File: config.mk
export PLATFORM = sky130hd
export DESIGN_NAME = ysyx_22041412_csr_ctrl
export DESIGN_NICKNAME = d
export VERILOG_FILES = /design/src/rtl/ysyx_22041412_csr_ctrl.sv
export SDC_FILE = /design/constraint.sdc
export NUM_CORES = 1
export LEC_CHECK = 0
export BUFFER_PORTS_ARGS = -buffer_cell sky130_fd_sc_hd__buf_2
export CELL_PAD_IN_SITES_DETAIL_PLACEMENT = 1
export CELL_PAD_IN_SITES_GLOBAL_PLACEMENT = 1
export CORE_AREA = 3 3 207 209
export CTS_CLUSTER_SIZE = 25
export DETAILED_ROUTE_END_ITERATION = 10
export DIE_AREA = 0 0 210 212
export PLACE_DENSITY = 0.68
export SYNTH_ARGS = -nofsm -noshare
export SYNTH_HDL_FRONTEND = slang
export SYNTH_SLANG_ARGS = --single-unit
File: constraint.sdc
create_clock -name clk -period 2.7 [get_ports clk]
set_input_delay 0.135 -clock clk [delete_from_list [all_inputs] [get_ports clk]]
set_output_delay 0.135 -clock clk [all_outputs]
set_load 0.05 [all_outputs]
File: src/rtl/ysyx_22041412_csr_ctrl.sv
// ysyx_22041412_csr_ctrl
// Sequencer between the EXU and the machine-mode CSR file. Runs one CSR
// instruction, ECALL, MRET or timer-interrupt trap at a time through the
// CSR file en/addr/func3/data handshake. CSR instructions get an extra
// write-back cycle. Read data goes back to the EXU; traps and MRET issue
// a PC redirect.
//
// Ports
//   clk, rst_n          clock, async active-low reset
//   req_*               EXU request (valid/ready, op, CSR index, funct3, data, pc)
//   irq_i, irq_pc_i     timer interrupt level and PC to save as mepc
//   mie_i               mstatus.MIE from the CSR file
//   csr_*               CSR file handshake (en/addr/func3/wdata/pc, rdata/ready)
//   resp_valid_o/rdata  1-cycle completion pulse with old CSR value
//   redir_valid_o/pc    1-cycle redirect pulse with target PC
//   err_o               1-cycle pulse on illegal request or CSR timeout
//
// state | meaning
// IDLE  | waiting for irq (priority) or request
// ACC   | csr_en_o high, waiting for csr_ready_i
// WB    | one more enable cycle so the CSR file commits the write
// RESP  | completion/redirect pulse, csr_en_o low
// ERR   | err_o pulse
module ysyx_22041412_csr_ctrl #(
  parameter int XLEN    = 64,
  parameter int TIMEOUT = 16
) (
  input  logic            clk,
  input  logic            rst_n,
  input  logic            req_valid_i,
  output logic            req_ready_o,
  input  logic [1:0]      req_op_i,
  input  logic [2:0]      req_addr_i,
  input  logic [2:0]      req_func3_i,
  input  logic [XLEN-1:0] req_wdata_i,
  input  logic [XLEN-1:0] req_pc_i,
  input  logic            irq_i,
  input  logic [XLEN-1:0] irq_pc_i,
  input  logic            mie_i,
  output logic            csr_en_o,
  output logic [2:0]      csr_addr_o,
  output logic [2:0]      csr_func3_o,
  output logic [XLEN-1:0] csr_wdata_o,
  output logic [XLEN-1:0] csr_pc_o,
  input  logic [XLEN-1:0] csr_rdata_i,
  input  logic            csr_ready_i,
  output logic            resp_valid_o,
  output logic [XLEN-1:0] resp_rdata_o,
  output logic            redir_valid_o,
  output logic [XLEN-1:0] redir_pc_o,
  output logic            err_o
);

  localparam int CW = $clog2(TIMEOUT + 1);

  typedef enum logic [2:0] {IDLE, ACC, WB, RESP, ERR} state_t;

  state_t          state;
  logic [1:0]      op;
  logic [CW-1:0]   cnt;
  logic [XLEN-1:0] data;

  logic            take_irq;
  logic            accept;
  logic            illegal;
  logic            done;
  logic [XLEN-1:0] done_data;

  // An enabled interrupt steals the IDLE cycle, so the EXU must not see ready.
  assign take_irq    = (state == IDLE) && irq_i && mie_i;
  assign req_ready_o = (state == IDLE) && !(irq_i && mie_i);
  assign accept      = req_valid_i && req_ready_o;
  assign illegal     = (req_op_i == 2'd3) ||
                       ((req_op_i == 2'd0) && ((req_func3_i == 3'b000) || (req_func3_i == 3'b100)));

  // ECALL/MRET carry func3=000 and skip WB; the RESP entry then takes the live
  // read data instead of the captured copy.
  assign done      = ((state == ACC) && csr_ready_i && (csr_func3_o == 3'b000)) || (state == WB);
  assign done_data = (state == WB) ? data : csr_rdata_i;

  always_ff @(posedge clk or negedge rst_n) begin
    if (!rst_n) begin
      state         <= IDLE;
      op            <= 2'd0;
      cnt           <= '0;
      data          <= '0;
      csr_en_o      <= 1'b0;
      csr_addr_o    <= 3'd0;
      csr_func3_o   <= 3'd0;
      csr_wdata_o   <= '0;
      csr_pc_o      <= '0;
      resp_valid_o  <= 1'b0;
      resp_rdata_o  <= '0;
      redir_valid_o <= 1'b0;
      redir_pc_o    <= '0;
      err_o         <= 1'b0;
    end else begin
      resp_valid_o  <= 1'b0;
      resp_rdata_o  <= '0;
      redir_valid_o <= 1'b0;
      redir_pc_o    <= '0;
      err_o         <= 1'b0;
      case (state)
        IDLE: begin
          cnt <= '0;
          if (take_irq) begin
            state       <= ACC;
            op          <= 2'd1;
            csr_en_o    <= 1'b1;
            csr_addr_o  <= 3'd1;
            csr_func3_o <= 3'b000;
            csr_wdata_o <= '0;
            csr_pc_o    <= irq_pc_i;
          end else if (accept) begin
            if (illegal) begin
              state <= ERR;
              err_o <= 1'b1;
            end else begin
              state       <= ACC;
              op          <= req_op_i;
              csr_en_o    <= 1'b1;
              csr_addr_o  <= (req_op_i == 2'd0) ? req_addr_i :
                             (req_op_i == 2'd1) ? 3'd1 : 3'd0;
              csr_func3_o <= (req_op_i == 2'd0) ? req_func3_i : 3'b000;
              csr_wdata_o <= req_wdata_i;
              csr_pc_o    <= req_pc_i;
            end
          end
        end
        ACC: begin
          if (csr_ready_i) begin
            data <= csr_rdata_i;
            if (csr_func3_o != 3'b000) state <= WB;
          end else if (cnt == CW'(TIMEOUT - 1)) begin
            state    <= ERR;
            err_o    <= 1'b1;
            csr_en_o <= 1'b0;
          end else begin
            cnt <= cnt + 1'b1;
          end
        end
        WB:      ;
        RESP:    state <= IDLE;
        ERR:     state <= IDLE;
        default: state <= IDLE;
      endcase
      if (done) begin
        state    <= RESP;
        csr_en_o <= 1'b0;
        if (op == 2'd0) begin
          resp_valid_o <= 1'b1;
          resp_rdata_o <= done_data;
        end else begin
          redir_valid_o <= 1'b1;
          redir_pc_o    <= done_data;
        end
      end
    end
  end

endmodule

==> summary.txt, run 1 <==
Run status
  – Run status: finished clean

Detailed routing
  – Post-route ant nets: 0
  – Final WL: 51,880 um
  – Via/cell ratio: around 5.0
  – DRT iter0 DRCs: 651
  – First drt pass iteration count: 5
  – Residual DRC: 0
  – Total number of vias: approximately 11,000
  – Routed WL per cell: 22.59 um

Final layout
  – Design area: 20,090 sq um
  – Area growth syn-to-layout: 57.61%
  – Fillers: 4,410
  – Share of cells above drive strength 1: 39.83%
  – Finished Core Util: 48.97%
  – Post-Layout Cell Count: ~2,300
  – Nets: 1,997

Power
  – Combinational Power Share: 45.6%
  – Leak Pwr: 10.08 nW
  – Worst IR Drop VDD: ~680 uV
  – Pwr Total: roughly 25 mW
  – Power Density: 1251 nW/um^2
  – Net switching power: around 11 mW
  – Clk pwr share: 22.2%
  – Sw frac: a little under half
  – Int Power: 13.62 mW
  – Reg power frac: 32.2%

Floorplan
  – Starting Density: 31.07%
  – Core ar.: 41,020 sq um
  – Site row count: 74
  – Io pins: 537
  – Die area: approximately 45,000 sq um
  – Die Width: 210 um
  – Die H: 212 um

Synth
  – Post-Synthesis Cells: just over 900
  – Ys flop type: dfrtp_1
  – Post-synthesis async set-or-reset flop share: 100.0%
  – Dominant cell by count in the synthesized netlist: dfrtp_1
  – Mapped cell area: 12,740 sq um
  – Synth cell count leaders: 340 x dfrtp_1, 132 x nor2_1, 74 x a22o_1
  – Yosys cell types: 39
  – Cell taking the most area after synthesis: dfrtp_1
  – FF+latch count, synth: 340
  – Synthesis Warnings: 0
  – EDFF count, synth: 0
  – Register area share after synthesis: 66.76%
  – Average cell area after synthesis: 13.64 sq um
  – Syn_nets: 1,206
  – Synth top area share: 66.76%
  – Synth area leaders: dfrtp_1 67%, mux2_2 5.7%, a22o_1 5.1%

Clock tree
  – Post-CTS setup buffer count: 0
  – Clock Latency Late Sink: 560 ps
  – Buffers from clock root to sink, at most: 3
  – CTS HTree Levels: 2
  – Total CTS buffers: between 40 and 50
  – Worst-path clk slew: 60 ps
  – CTS Hold Bufs: 267
  – Num Clock Sinks: 340
  – CTS tree: yes
  – Number of gates resized after cts: 0
  – Root buf cell: clkbuf_16

Worst setup path
  – Worst path required time: approximately 3100 ps
  – Setup crit end: csr_pc_o[40]
  – Reg2Reg Setup Slack: about 500 ps
  – R2R depth: 7
  – Critical path's slowest cell: dlygate4sd3_1
  – Delay-heaviest family, CP: buffers and inverters
  – Cell mode on critical path: dlygate4sd3_1
  – Worst reg2reg startpoint: cnt[0]
  – Critical path launch point type: input pin
  – Critical path startpoint: req_op_i[0]
  – Crit. End Element: flop
  – Critical path depth: 8
  – Buf/Inv on CP: 4
  – Largest stage delay on the critical path: ~620 ps
  – Reg2reg end: cnt[3]
  – Worst EP arrival: 2900 ps
  – Kind of critical path: input pin to flop
  – Crit Path Max Fanout: 64
  – CP cell instances: dlygate4sd3_1 > buf_2 > or4_4 > nand3_2 > buf_12 > o22ai_1 > dlygate4sd3_1 > a2bb2oi_1

Placed design
  – PortBufs: 536
  – Place WS: 513.5 ps
  – HPWL Detailed: 31,180 um
  – Placed Instances: ~2,000
  – Placer Congestion: 0.7587
  – Placed cell areas: between 15,000 and 20,000 sq um

STA
  – Final hold slack: about 27 ps
  – Setup ws final: approximately 240 ps
  – Final Setup Violations: 0
  – Final period util: just over 90%
  – Setup TNS: 0 ps
  – Final Hold Viols: 0
  – Max frequency: 0.4066 GHz
  – Min Tclk post-route: 2460 ps
  – Slew headroom: 42.61%
  – Worst-margin pin slew: approximately 860 ps
  – Max-slew violations: 0
  – Worst clock skew: 20.37 ps
  – RSZ-0062 raised after global routing: false

Global route
  – Gr usage total: between 20% and 30%
  – Number of global-route vias before repair: 12,850
  – Initial antenna violation count: 7
  – Largest net degree at the start of global routing: about 90
  – GRT overflow: 0
  – First-pass GRT wire length: 77,010 um

Hold path
  – Min-delay worst type: input pin to flop

Job
  – Max Cap Viol: 0
## metal layers
metal | track usage, % | share of wire [%] | routed length, um | vias to the layer above
li1 | - | - | - | 4973
met1 | 24.58 | 37 | 19150 | 5863
met2 | 39.55 | 51 | 26330 | 495
met3 | 6.552 | 7.4 | 3830 | 141
met4 | 10.97 | 4.9 | 2562 | 0
met5 | 0 | 0 | 0 | -
## power groups by stage
stage,combinational [mW],sequential [mW],clock [mW]
CTS,11.4,7.97,5.68
finish,11.5,8.08,5.58
global placement,10.8,7.92,0
detailed placement,11.0,8.01,0
floorplan,3.28,12.6,0
global route,11.9,8.29,5.95
## cell families after synthesis
logic type               synth area share, %
AO/OA/AOI/OAI                          13.59
adder cells (fa/ha/maj)               0.1963
buffers and inverters                  3.152
flip-flops                             66.76
multiplexers                           10.77
AND/OR/NAND/NOR                        5.528
## how the worst min path moves through the flow
stage	startpoint	to	slack, ps	cells after the start
floorplan	rst_n	cnt[0]	-160	0
global placement	rst_n	resp_rdata_o[18]	120	1
detailed placement	rst_n	resp_rdata_o[18]	130	1
CTS	csr_ready_i	err_o	1	4
global route	csr_ready_i	err_o	60	4
finish	csr_ready_i	err_o	30	4
## final cells by class
cell class | instances | area [sq um] | area share [%]
clock buffers | 53 | 1111 | 5.532
multi-input cells | 517 | 3886 | 19.35
flip-flops and latches | 340 | 8508 | 42.36
repair buffers | 820 | 5630 | 28.03
clock inverters | 20 | 242.7 | 1.208
inverters | 5 | 18.77 | 0.09344
diodes | 9 | 22.52 | 0.1121
well taps | 532 | 665.6 | 3.314
## worst min-delay path, delay by kind of cell
kind	cells	cell delay [ps]
buffers and inverters	1	150
AO/OA/AOI/OAI	1	70
AND/OR/NAND/NOR	2	160
## layout by cell type (no fill, tap or decap), types with 6 or more instances in the layout
cell type,n
a22o_1,74
a2bb2oi_1,65
buf_12,11
buf_2,535
buf_4,6
clkbuf_1,8
clkbuf_16,41
clkinv_2,6
dfrtp_1,340
diode_2,9
dlygate4sd3_1,267
mux2_2,65
mux2i_1,64
nand2_1,7
nor2_1,132
o22ai_1,65
## registers in the layout (all words and copies together) (netlist names)
signal	flops
resp_rdata_o	64
err_o	1
csr_pc_o	64
csr_en_o	1
resp_valid_o	1
redir_valid_o	1
csr_func3_o	3
data	64
csr_addr_o	3
redir_pc_o	64
cnt	5
state	3
op	2
csr_wdata_o	64
No activity file was read; power rests on OpenSTA's default activity.
==> run 2, diff against run 1 <==
==> config.mk (replaced) <==
export PLATFORM = sky130hd
export DESIGN_NAME = ysyx_22041412_csr_ctrl
export DESIGN_NICKNAME = d
export VERILOG_FILES = /design/src/rtl/ysyx_22041412_csr_ctrl.sv
export SDC_FILE = /design/constraint.sdc
export NUM_CORES = 1
export LEC_CHECK = 0
export BUFFER_PORTS_ARGS = -buffer_cell sky130_fd_sc_hd__buf_2
export CORE_AREA = 3 3 209 211
export CTS_CLUSTER_SIZE = 25
export DETAILED_ROUTE_END_ITERATION = 10
export DIE_AREA = 0 0 212 214
export PLACE_DENSITY = 0.55
export SYNTH_ARGS = -nofsm -noshare
export SYNTH_HDL_FRONTEND = slang
export SYNTH_SLANG_ARGS = --single-unit
==> run 2 against run 1 <==
Routed wire length shrank 17%. Fmax grew 3.7%. Sequential share of layout area shrank 0.082 points. Clock skew is 4.7 ps lower. Combinational power about the same. Via count down 5.0%. Design area rose by 0.19%. Non-clock buffer count increased by 6. Power down 2.7%. Hold slack better by 160 ps. Global-route usage down 4.0 points. Clock power down 4.3%. Largest cell class unchanged. Largest power group unchanged. Highest routed layer is now met5.
==> summary.txt, run 2 (synthesis gave the netlist of run 1 again) <==
STA
  – Final hold slack: between 150 and 200 ps
  – Final Setup Violations: 0
  – Max frequency: 0.4217 GHz
  – Min Tclk post-route: 2372 ps
  – Final period util: 87.84%
  – Slew headroom: 48.78%
  – RSZ-0062 raised after global routing: false
  – Max-slew violations: 0
  – Worst-margin pin slew: 768.3 ps
  – Setup TNS: 0 ps
  – Final Hold Viols: 0
  – Worst clock skew: ~16 ps

Detailed routing
  – Residual DRC: 0
  – Routed WL per cell: 18.63 um
  – DRT met1 WL: 16,690 um
  – First drt pass iteration count: 5
  – Post-route ant nets: 0
  – DRT iter0 DRCs: 552
  – Metal3 WL: ~3900 um
  – Max Used Layer: met5
  – Final WL: 42,900 um
  – Total number of vias: 10,900
  – WL met2: 21,150 um
  – Via/cell ratio: between 4 and 5

Floorplan
  – Core ar.: 41,950 sq um
  – Io pins: about 540
  – Die Width: 212 um
  – Starting Density: 30.38%
  – Die H: 214 um
  – Die area: 45,370 sq um
  – Site row count: 75

Clock tree
  – Root buf cell: clkbuf_16
  – Buffers from clock root to sink, at most: 3
  – Clock Latency Late Sink: between 500 and 600 ps
  – CTS tree: yes
  – CTS HTree Levels: 2
  – Total CTS buffers: 38
  – Num Clock Sinks: 340
  – Worst-path clk slew: roughly 60 ps

Worst setup path
  – Cell mode on critical path: dlygate4sd3_1
  – CP cell instances: dlygate4sd3_1 > buf_2 > or4_4 > nand3_2 > buf_12 > o22ai_1 > dlygate4sd3_1 > a2bb2oi_1
  – Crit. End Element: flop
  – Critical path launch point type: input pin
  – R2R depth: 7
  – Worst path required time: ~3100 ps
  – Worst reg2reg startpoint: cnt[0]
  – Reg2Reg Setup Slack: between 500 and 600 ps
  – Delay-heaviest family, CP: buffers and inverters
  – Critical path's slowest cell: dlygate4sd3_1
  – Reg2reg end: cnt[3]
  – Worst EP arrival: 2810 ps
  – Crit Path Max Fanout: 64
  – Kind of critical path: input pin to flop
  – Buf/Inv on CP: 4
  – Largest stage delay on the critical path: 590 ps

Hold path
  – Min-delay worst type: input pin to asynchronous set/reset pin

Global route
  – GRT overflow: 0
  – Gr usage total: 18.34%
  – Number of global-route vias before repair: 11,770
  – Largest net degree at the start of global routing: 82
  – Initial antenna violation count: 13
  – First-pass GRT wire length: about 66,000 um

Power
  – Leak Pwr: 10.11 nW
  – Power Density: 1215 nW/um^2
  – Worst IR Drop VDD: between 600 and 700 uV

Final layout
  – Area growth syn-to-layout: 57.92%
  – Commonest non-fill, non-tap cell in the layout: buf_2
  – Design area: 20,120 sq um
  – Fillers: 3,728
  – Post-Layout Cell Count: 2,303
  – Most frequent cells in the layout: 535 x buf_2, 340 x dfrtp_1, 268 x dlygate4sd3_1
  – Nets: 2,000
  – Share of cells above drive strength 1: 40.06%

Placed design
  – HPWL Detailed: 28,280 um
  – Placer Congestion: between 0.8 and 0.9
  – PortBufs: 536
  – Placed Instances: about 2,000
  – Placed cell areas: 16,110 sq um

Job
  – Max Cap Viol: 0

Run status
  – Run status: finished clean
[run 2: cell count changes in the layout (fill, tap and decap cells not counted), sizes merged]
cell / previous run / this run
buf: 553 / 558
clkinvlp: 5 / 0
inv: 10 / 8
bufinv: 4 / 3
clkbuf: 53 / 54
clkinv: 6 / 7
dlygate4sd3: 267 / 268
[run 2: layout make-up]
| type | instances | area, sq um | share of cell area, % |
|---|---|---|---|
| Clock buffer | 54 | 1141 | 5.670 |
| Timing Repair Buffer | 826 | 5703 | 28.34 |
| Sequential cell | 340 | 8508 | 42.28 |
| Multi-Input combinational cell | 517 | 3886 | 19.31 |
| Inverter | 5 | 18.77 | 0.09326 |
| Tap cell | 539 | 674.4 | 3.351 |
| Clock inverter | 13 | 170.2 | 0.8456 |
| Antenna cell | 9 | 22.52 | 0.1119 |
[run 2: repair_timing]
item                                   in CTS  in global routing
hold buffers                              268                  0
buffers inserted                            0                  0
resized for setup                           0                  0
endpoints found under the hold margin     404                  0
[run 2: report_power, final]
part	internal, mW	total, mW	switching (mW)
Combinational	3.34	11.2	7.85
Sequential	6.98	7.92	0.937
Clock	3.24	5.34	2.09
Total	13.6	24.4	10.9
[run 2: worst max path at each step]
stage                start           end  slack, ps  depth (start not counted)
2_1_floorplan     state[2]   req_ready_o        560                          3
6_report       req_op_i[0]  csr_pc_o[55]        330                          8
4_1_cts        req_op_i[0]  csr_pc_o[28]        480                          8
5_1_grt        req_op_i[0]  csr_pc_o[55]        300                          8
3_3_place_gp        cnt[0]        cnt[3]        570                          7
3_5_place_dp        cnt[0]        cnt[3]        540                          7
[run 2: routing by layer]
layer,up-vias,global-route usage [%]
li1,4985,-
met1,5384,21.22
met2,441,31.40
met3,86,6.693
met4,8,6.117
met5,-,0
[run 2: per-stage QoR]
| stage | power, mW | utilization, % | setup slack [ps] |
|---|---|---|---|
| final | 24.45 | 47.98 | 328.4 |
| after global placement | 18.74 | 38.40 | 571.2 |
| after CTS | 24.65 | 47.92 | 476.9 |
| after global routing | 25.64 | 47.97 | 300.1 |
| after detailed placement | 18.85 | 38.40 | 544.7 |
| after floorplan | 15.86 | - | 562.4 |
